## config.mk

```make
export PLATFORM = sky130hd
export DESIGN_NAME = dmem_lsu_flat
export DESIGN_NICKNAME = d
export VERILOG_FILES = /design/src/rtl/lsu_pkg.sv /design/src/rtl/dmem_lsu_if.sv /design/src/rtl/lsu_align.sv /design/src/rtl/dmem_lsu.sv /design/src/flat_wrapper.sv
export SDC_FILE = /design/constraint.sdc
export NUM_CORES = 1
export LEC_CHECK = 0
export ABC_AREA = 1
export CORE_MARGIN = 1
export CORE_UTILIZATION = 50
export CTS_CLUSTER_DIAMETER = 80
export DETAILED_ROUTE_END_ITERATION = 12
export DONT_BUFFER_PORTS = 1
export PLACE_DENSITY = 0.75
export SLEW_MARGIN = 10
export SYNTH_ARGS = -nofsm -noshare
export SYNTH_HDL_FRONTEND = slang
export SYNTH_HIERARCHICAL = 1
export SYNTH_SLANG_ARGS = --single-unit
```

## constraint.sdc

```tcl
create_clock -name clk -period 4.34 [get_ports clk]
set_clock_uncertainty 0.05 [all_clocks]
set_input_delay 0.651 -clock clk [delete_from_list [all_inputs] [get_ports clk]]
set_output_delay 0.651 -clock clk [all_outputs]
set_load 0.1 [all_outputs]
```

## src/rtl/lsu_pkg.sv

```systemverilog
// Shared types and helpers for the dmem_lsu load/store initiator.
package lsu_pkg;

  typedef enum logic [1:0] {
    SZ_B   = 2'b00,
    SZ_H   = 2'b01,
    SZ_W   = 2'b10,
    SZ_ILL = 2'b11
  } size_e;

  typedef enum logic [1:0] {
    IDLE,
    READ,
    WRITE,
    RESP
  } lsu_state_e;

  // Alignment check only; the illegal size is handled separately by the caller.
  function automatic logic misaligned(size_e size, logic [1:0] off);
    case (size)
      SZ_H:    return off[0];
      SZ_W:    return off != 2'b00;
      default: return 1'b0;
    endcase
  endfunction

endpackage

```

## src/rtl/dmem_lsu_if.sv

```systemverilog
// Core-side request/response handshake of the dmem_lsu.
interface dmem_lsu_if;
  logic        req_valid;
  logic        req_ready;
  logic        req_we;
  logic [31:0] req_addr;
  logic [1:0]  req_size;
  logic        req_unsigned;
  logic [31:0] req_wdata;
  logic        resp_valid;
  logic [31:0] resp_rdata;
  logic        resp_err;

  modport master (
    output req_valid, req_we, req_addr, req_size, req_unsigned, req_wdata,
    input  req_ready, resp_valid, resp_rdata, resp_err
  );

  modport slave (
    input  req_valid, req_we, req_addr, req_size, req_unsigned, req_wdata,
    output req_ready, resp_valid, resp_rdata, resp_err
  );
endinterface

```

## src/rtl/lsu_align.sv

```systemverilog
// Lane steering: little-endian load extract with sign/zero extension and
// sub-word store merge into the previously read word.
module lsu_align
  import lsu_pkg::*;
(
  input  logic [31:0] rd_word,
  input  logic [31:0] old_word,
  input  logic [31:0] wdata,
  input  logic [1:0]  off,
  input  size_e       size,
  input  logic        is_unsigned,
  output logic [31:0] load_data,
  output logic [31:0] merge_data
);

  logic [7:0]  lane_b;
  logic [15:0] lane_h;

  always_comb begin
    lane_b    = rd_word[{off, 3'b000} +: 8];
    lane_h    = off[1] ? rd_word[31:16] : rd_word[15:0];
    load_data = rd_word;
    case (size)
      SZ_B:    load_data = {{24{~is_unsigned & lane_b[7]}}, lane_b};
      SZ_H:    load_data = {{16{~is_unsigned & lane_h[15]}}, lane_h};
      default: load_data = rd_word;
    endcase
  end

  always_comb begin
    merge_data = old_word;
    case (size)
      SZ_B: merge_data[{off, 3'b000} +: 8] = wdata[7:0];
      SZ_H: begin
        if (off[1]) merge_data[31:16] = wdata[15:0];
        else        merge_data[15:0]  = wdata[15:0];
      end
      default: merge_data = wdata;
    endcase
  end

endmodule

```

## src/rtl/dmem_lsu.sv

```systemverilog
// Load/store initiator: one request at a time, read-modify-write for sub-word
// stores, error response for misaligned or illegal-size accesses.
module dmem_lsu
  import lsu_pkg::*;
#(
  parameter  int unsigned DEPTH = 256,
  localparam int unsigned WIDTH = $clog2(DEPTH)
) (
  input  logic             clk,
  input  logic             rst_n,
  dmem_lsu_if.slave        bus,
  output logic             mem_wr_en,
  output logic [WIDTH-1:0] mem_addr_pt,
  output logic [31:0]      mem_wr_data,
  input  logic [31:0]      mem_rd_data
);

  lsu_state_e       state_q;
  logic             we_q;
  logic             uns_q;
  size_e            size_q;
  logic [WIDTH+1:0] addr_q;
  logic [31:0]      wdata_q;
  logic [31:0]      old_q;
  logic [31:0]      rdata_q;
  logic             err_q;

  size_e            req_size;
  logic             req_err;
  logic [31:0]      load_data;
  logic [31:0]      merge_data;

  // Byte address bits above the word index wrap silently.
  logic unused_addr_bits;
  assign unused_addr_bits = ^bus.req_addr[31:WIDTH+2];

  always_comb begin
    req_size = size_e'(bus.req_size);
    req_err  = (req_size == SZ_ILL) || misaligned(req_size, bus.req_addr[1:0]);
  end

  lsu_align u_align (
    .rd_word     (mem_rd_data),
    .old_word    (old_q),
    .wdata       (wdata_q),
    .off         (addr_q[1:0]),
    .size        (size_q),
    .is_unsigned (uns_q),
    .load_data   (load_data),
    .merge_data  (merge_data)
  );

  always_ff @(posedge clk) begin
    if (!rst_n) begin
      state_q <= IDLE;
      we_q    <= 1'b0;
      uns_q   <= 1'b0;
      size_q  <= SZ_B;
      addr_q  <= '0;
      wdata_q <= '0;
      old_q   <= '0;
      rdata_q <= '0;
      err_q   <= 1'b0;
    end else begin
      case (state_q)
        IDLE: begin
          if (bus.req_valid) begin
            we_q    <= bus.req_we;
            uns_q   <= bus.req_unsigned;
            size_q  <= req_size;
            addr_q  <= bus.req_addr[WIDTH+1:0];
            wdata_q <= bus.req_wdata;
            rdata_q <= '0;
            err_q   <= req_err;
            if (req_err)                             state_q <= RESP;
            else if (bus.req_we && req_size == SZ_W) state_q <= WRITE;
            else                                     state_q <= READ;
          end
        end
        READ: begin
          old_q <= mem_rd_data;
          if (we_q) begin
            state_q <= WRITE;
          end else begin
            rdata_q <= load_data;
            state_q <= RESP;
          end
        end
        WRITE:   state_q <= RESP;
        default: state_q <= IDLE;
      endcase
    end
  end

  // Every output is held at zero while reset is asserted, even mid-access.
  always_comb begin
    bus.req_ready  = rst_n && (state_q == IDLE);
    bus.resp_valid = rst_n && (state_q == RESP);
    bus.resp_rdata = rst_n ? rdata_q : '0;
    bus.resp_err   = rst_n && err_q;
    mem_wr_en      = rst_n && (state_q == WRITE);
    mem_addr_pt    = '0;
    mem_wr_data    = '0;
    if (rst_n && (state_q == READ || state_q == WRITE)) begin
      mem_addr_pt = addr_q[WIDTH+1:2];
    end
    if (rst_n && state_q == WRITE) begin
      mem_wr_data = (size_q == SZ_W) ? wdata_q : merge_data;
    end
  end

endmodule
```

## src/flat_wrapper.sv

```systemverilog
// flat-port wrapper written by rule: the top's interface ports become plain ports
module dmem_lsu_flat import lsu_pkg::*;
#(
  parameter  int unsigned DEPTH = 256,
  localparam int unsigned WIDTH = $clog2(DEPTH)
)
  (clk, rst_n, mem_wr_en, mem_addr_pt, mem_wr_data, mem_rd_data, bus_req_valid, bus_req_we, bus_req_addr, bus_req_size, bus_req_unsigned, bus_req_wdata, bus_req_ready, bus_resp_valid, bus_resp_rdata, bus_resp_err);
  dmem_lsu_if bus_i ();
  input  logic clk;
  input  logic rst_n;
  output logic mem_wr_en;
  output logic [WIDTH-1:0] mem_addr_pt;
  output logic [31:0] mem_wr_data;
  input  logic [31:0] mem_rd_data;
  input wire logic [$bits(bus_i.req_valid)-1:0] bus_req_valid;
  input wire logic [$bits(bus_i.req_we)-1:0] bus_req_we;
  input wire logic [$bits(bus_i.req_addr)-1:0] bus_req_addr;
  input wire logic [$bits(bus_i.req_size)-1:0] bus_req_size;
  input wire logic [$bits(bus_i.req_unsigned)-1:0] bus_req_unsigned;
  input wire logic [$bits(bus_i.req_wdata)-1:0] bus_req_wdata;
  output wire logic [$bits(bus_i.req_ready)-1:0] bus_req_ready;
  output wire logic [$bits(bus_i.resp_valid)-1:0] bus_resp_valid;
  output wire logic [$bits(bus_i.resp_rdata)-1:0] bus_resp_rdata;
  output wire logic [$bits(bus_i.resp_err)-1:0] bus_resp_err;
  assign bus_i.req_valid = bus_req_valid;
  assign bus_i.req_we = bus_req_we;
  assign bus_i.req_addr = bus_req_addr;
  assign bus_i.req_size = bus_req_size;
  assign bus_i.req_unsigned = bus_req_unsigned;
  assign bus_i.req_wdata = bus_req_wdata;
  assign bus_req_ready = bus_i.req_ready;
  assign bus_resp_valid = bus_i.resp_valid;
  assign bus_resp_rdata = bus_i.resp_rdata;
  assign bus_resp_err = bus_i.resp_err;
  dmem_lsu #(.DEPTH(DEPTH)) u_core (.clk(clk), .rst_n(rst_n), .bus(bus_i), .mem_wr_en(mem_wr_en), .mem_addr_pt(mem_addr_pt), .mem_wr_data(mem_wr_data), .mem_rd_data(mem_rd_data));
endmodule
```

# Yosys cells after proc, flatten, opt, wreduce, memory -nomap -nowiden
# Index checks and enable logic that the tools add are counted.
[word_totals]
elab_cells = 59
ff_bits = 113
[op_classes]
addsub = 1
shift = 3
n_mux = 19
n_eq_ne = 10
n_reduce_logical = 14
bitwise_logic = 3
[ops]
columns = ["op", "n"]
rows = [
  ["one-hot mux 32 bit (2 select lines)", 3],
  ["two-way mux 32 bit", 5],
  ["two-way mux 16 bit", 3],
  ["bitwise mux 32 bit", 1],
  ["variable shift 8 x 7 -> 32 bit (first input constant)", 1],
  ["indexed part select 32 x 6 -> 8 bit", 1],
  ["indexed part select 8 x 7 -> 32 bit", 1],
  ["== test 2 bit (second input constant)", 5],
  ["two-way mux 8 bit", 1],
  ["negation 5 -> 7 bit", 1],
  ["== test 2 x 1 -> 1 bit (second input constant)", 3],
  ["logical AND 1 bit", 6],
  ["two-way mux 2 bit", 3],
  ["one-hot mux 2 bit (3 select lines)", 1],
  ["zero test 2 bit", 2],
  ["inequality test 2 bit (second input constant)", 2],
  ["nonzero test 2 bit", 2],
  ["AND reduction 3 bit", 1],
  ["AND 1 bit", 2],
  ["logical OR 1 bit", 2],
  ["one-hot mux 1 bit (2 select lines)", 1],
  ["AND reduction 2 bit", 1],
  ["two-way mux 1 bit", 1],
  ["NOT 1 bit", 1],
]

# Depth between registers and ports, before layout
[depth]
word_depth = 6
ltp_mapped = 13

# By module
# Netlist, hierarchy kept.
[by_module_without_submodules]
columns = ["mod", "instances", "seq_area_each_um2", "area_per_inst_um2", "cells_per_inst"]
rows = [
  ["dmem_lsu", 1, 2262.2, 4828.4, 688],
  ["lsu_align", 1, 0.0, 2067.0, 436],
]

# Least setup slack after synthesis
# No wires, ideal clock.
[synth_timing]
kind = "in2out"
start = "input port rst_n"
end = "output port mem_wr_data[20]"
slack_ns = 0.328
required_time_ns = 3.639
path_stages = 5
arrival_ns = 3.311
cell_sequence = "nand2_1 -> inv_1 -> clkbuf_1 -> o21ai_0 -> nor2_1"
[synth_between]
elab_chain_cells = 2
[synth_lines]
columns = ["item", "line_no", "rtl"]
rows = [
  ["start, declared", "flat_wrapper.sv:10", "input logic rst_n;"],
  ["logical AND 1 bit", "-", ""],
  ["named net mem_wr_en", "flat_wrapper.sv:11", "output logic mem_wr_en;"],
  ["two-way mux 32 bit", "dmem_lsu.sv:107", "if (rst_n && state_q == WRITE) begin"],
  ["end, declared", "flat_wrapper.sv:13", "output logic [31:0] mem_wr_data;"],
]
# The timed path passes the listed nets, and every way through them passes these cells.

# Worst setup path in the final report
[layout_timing]
start = "register u_core.size_q[1]"
end = "output port mem_wr_data[27]"
[layout_between]
elab_chain_cells = 4
[layout_lines]
columns = ["item", "line_no", "rtl"]
rows = [
  ["start, declared", "dmem_lsu.sv:21", "size_e size_q;"],
  ["start signal, assigned", "dmem_lsu.sv:70", "size_q <= req_size;"],
  ["== test 2 x 1 -> 1 bit / zero test 2 bit (equally long branches)", "lsu_align.sv:32", "case (size)"],
  ["one-hot mux 32 bit (2 select lines)", "lsu_align.sv:32", ""],
  ["two-way mux 32 bit *", "dmem_lsu.sv:108", "mem_wr_data = (size_q == SZ_W) ? wdata_q : merge_data;"],
  ["two-way mux 32 bit *", "dmem_lsu.sv:107", ""],
]
# Mark *: on every way between the ends. The rest lies on a longest branch, timed or not.

==> flow_summary.yaml <==
routing:
  wl_um: 20100
  drt_iter0_markers: 895
  drt_first_pass_iters: 7
  drtAntennaViolNets: 0
  wl_per_cell_um: 15.4
  drcViolationCount: 0
  via_count: 7032
  via_per_inst: 5.39
sta:
  finalSetupTns_ns: 0
  max_slew_margin_pct: 20.5
  setup_viol_count_final: 0
  period_minus_slack_ns: 3.96
  setup_slack_ns: 0.377
  worst_pin_slew_ns: 1.19
  clock.fmax_mhz: 252
  finalHoldViolations: 0
  report.final.slew_viol_count: 0
  min_period_over_period_pct: 91.3
  grt_setup_unrepaired: "no"
cells_and_area:
  final_cells: 1304
  final_cell_area_um2: 7780
  n_fill_cell: 1362
  fin_nets: 1232
  drive_gt1_share_pct: 13.5
  antennaDiodeCount: 0
  area_growth_pct: 12.8
setup_path:
  crit_type: "reg -> out"
  endpoint_kind: "output pin"
  critPathTopFamily: "flip-flops"
  slowest_stage: "dfxtp_2"
  worstPathArrival_ns: 3.26
  max_stage_delay_ns: 1.12
  crit_chain: "inv_1 > nor2_1 > inv_1 > nor2_1 > nor2_2 > buf_4"
  reg2reg_depth: 9
  required_ns: 3.64
  r2r_setup_slack_ns: 1.91
  path_depth: 6
  startpoint_type: "flop"
  worst-path-buf-inv: 3
  cp_max_fo: 54
synthesis:
  yosysMostFrequentCell: "nand2_1"
  synth-xor-area-share_pct: 0
  yosysSeqAreaShare_pct: 32.8
  syn-num-nets: 1240
  synth_cell_types: 34
  synth_fa_ha_area_share_pct: 2.36
  synth_simple_gate_area_share_pct: 40.1
  yosys-mux-area-fraction_pct: 0
  synth_commonest_cells: "nand2_1, nor2_1, o21ai_0"
  yosysTopAreaCell: "dfxtp_1"
  synth-compound-area-share_pct: 14.4
  yosysWarningCount: 6
  ys_ff_latch: 113
  synthCells: 1124
  synth.area.top_cells: "dfxtp_1, nand2_1, nor2_1"
  synth_top_family_by_area: "simple AND/OR/NAND/NOR gates"
  async_reset_ff_share_pct: 0
  synth-edff-count: 0
  synth_area_um2: 6900
  synth_top_area_share_pct: 32.8
  synth_ff_type: "dfxtp_1"
  syn_avg_cell_area_um2: 6.13
min_path:
  hold_path_depth: 2
  hp-class: "in -> reg"
grt:
  antenna_found_initial: 0
  grt_remaining_overflow: 0
  gr-usage-all-layers_pct: 28.7
  grt_max_degree: 150
  grt_pass1_vias: 6228
  grt_first_pass_wirelength_um: 32100
placed_design:
  dp_slack_ns: 0.862
  dp.final_hpwl_um: 14200
  gp_congestion: 0.961
  placed_cell_area_um2: 7190
  post-place-cells: 1273
  io_buffers: 0
cts:
  cts_root_buf: "clkbuf_16"
  cts_buffers: 17
  tritoncts: "done"
  post_cts_buffers: 0
  hold_buffers: 0
  clk_path_buf_depth: 2
  path_clk_slew_ns: 0.05
  numClockSinks: 113
  ctsResizeCount: 0
  clock_latency_ns: 0.42
  cts_htree_levels: 4
floorplan:
  dieArea_um2: 14300
  die_y_um: 119
  boundaryPins: 179
  fp.dieW_um: 119
  core_um2: 13300
  fp-row-count: 42
  initial_core_util_pct: 51.7
pwr:
  cellPowerDensity_nw_per_um2: 673
  max-vdd-ir-drop_mv: 0.514
  p_leak_nw: 3.81
job:
  maxCapViolations: 0
run_status:
  status: "finished, final reports clean"
[flip-flops by register name, summed over array words and instances, names as in the netlist]
register,flops
u_core/old_q,32
u_core/size_q,2
u_core/err_q,1
u_core/wdata_q,32
u_core/we_q,1
u_core/rdata_q,32
u_core/state_q,2
u_core/uns_q,1
u_core/addr_q,10
[cells in the final DEF (no fill, tap or decap), drive strengths merged, types with 7 or more instances in the layout]
master,n
nand4,38
a21oi,24
nand3,41
nor2,241
clkbuf,22
buf,39
o211ai,7
dfxtp,113
nand2,311
ha,13
o21ai,159
inv,97
[metrics by stage]
step           total power, mW  utilization (%)  hold WS (ns)
6_report                  5.23             58.3         0.318
5_1_grt                   5.57             58.3         0.315
4_1_cts                   5.23             58.3         0.308
3_5_place_dp              3.84             53.8         0.411
3_3_place_gp              3.80             53.8         0.407
2_1_floorplan             3.45                -         0.380
[cell families (layout without fill, tap and decap cells)]
family | count (synthesis) | in the layout
buf+inv | 163 | 167
compound gates | 191 | 191
simple gates | 644 | 644
fa+ha+maj | 13 | 13
flops | 113 | 113
[final timing paths]
path	startpoint	endpoint
worst max-delay path	u_core/size_q[1]$_SDFFE_PN0P_	mem_wr_data[27]
worst min-delay path	mem_rd_data[0]	u_core/old_q[0]$_SDFFE_PN0N_
worst max register to register	u_core/size_q[1]$_SDFFE_PN0P_	u_core/rdata_q[16]$_SDFFE_PN0P_
worst min register to register	u_core/rdata_q[8]$_SDFFE_PN0P_	u_core/rdata_q[8]$_SDFFE_PN0P_
[worst reg2reg max path, cell delays in order, from the launching register on]
cell     delay (ns)
dfxtp_2        1.12
inv_4          0.14
nand2_4        0.15
nor2_1         0.06
nand2_2        0.11
nand2_2        0.06
nand2_4        0.25
nand3_1        0.12
nand4_1        0.14
o21ai_0        0.10
[power by group]
group	switching (mW)	total, mW	internal, mW	leakage (nW)
Sequential	0.275	1.58	1.31	0.928
Combinational	1.71	2.26	0.554	2.60
Clock	0.490	1.39	0.898	0.284
Total	2.47	5.23	2.76	3.81
[area by class of cell]
class	instances	area, um2	share of cell area, %
Clock inverter	9	106	1.37
Clock buffer	22	484	6.23
Inverter	97	372	4.78
Sequential cell	113	2260	29.1
Timing Repair Buffer	39	305	3.93
Tap cell	176	220	2.83
Multi-Input combinational cell	848	4030	51.8
[metal layers]
| metal | track usage [%] | vias to the layer above | part of all wire, % |
|---|---|---|---|
| li1 | - | 3549 | - |
| met1 | 38.1 | 3158 | 44 |
| met2 | 44.7 | 291 | 46 |
| met3 | 7.52 | 34 | 7.9 |
| met4 | 10.3 | 0 | 2.3 |
| met5 | 0 | - | 0 |
Power figures use the tool's default switching activity.
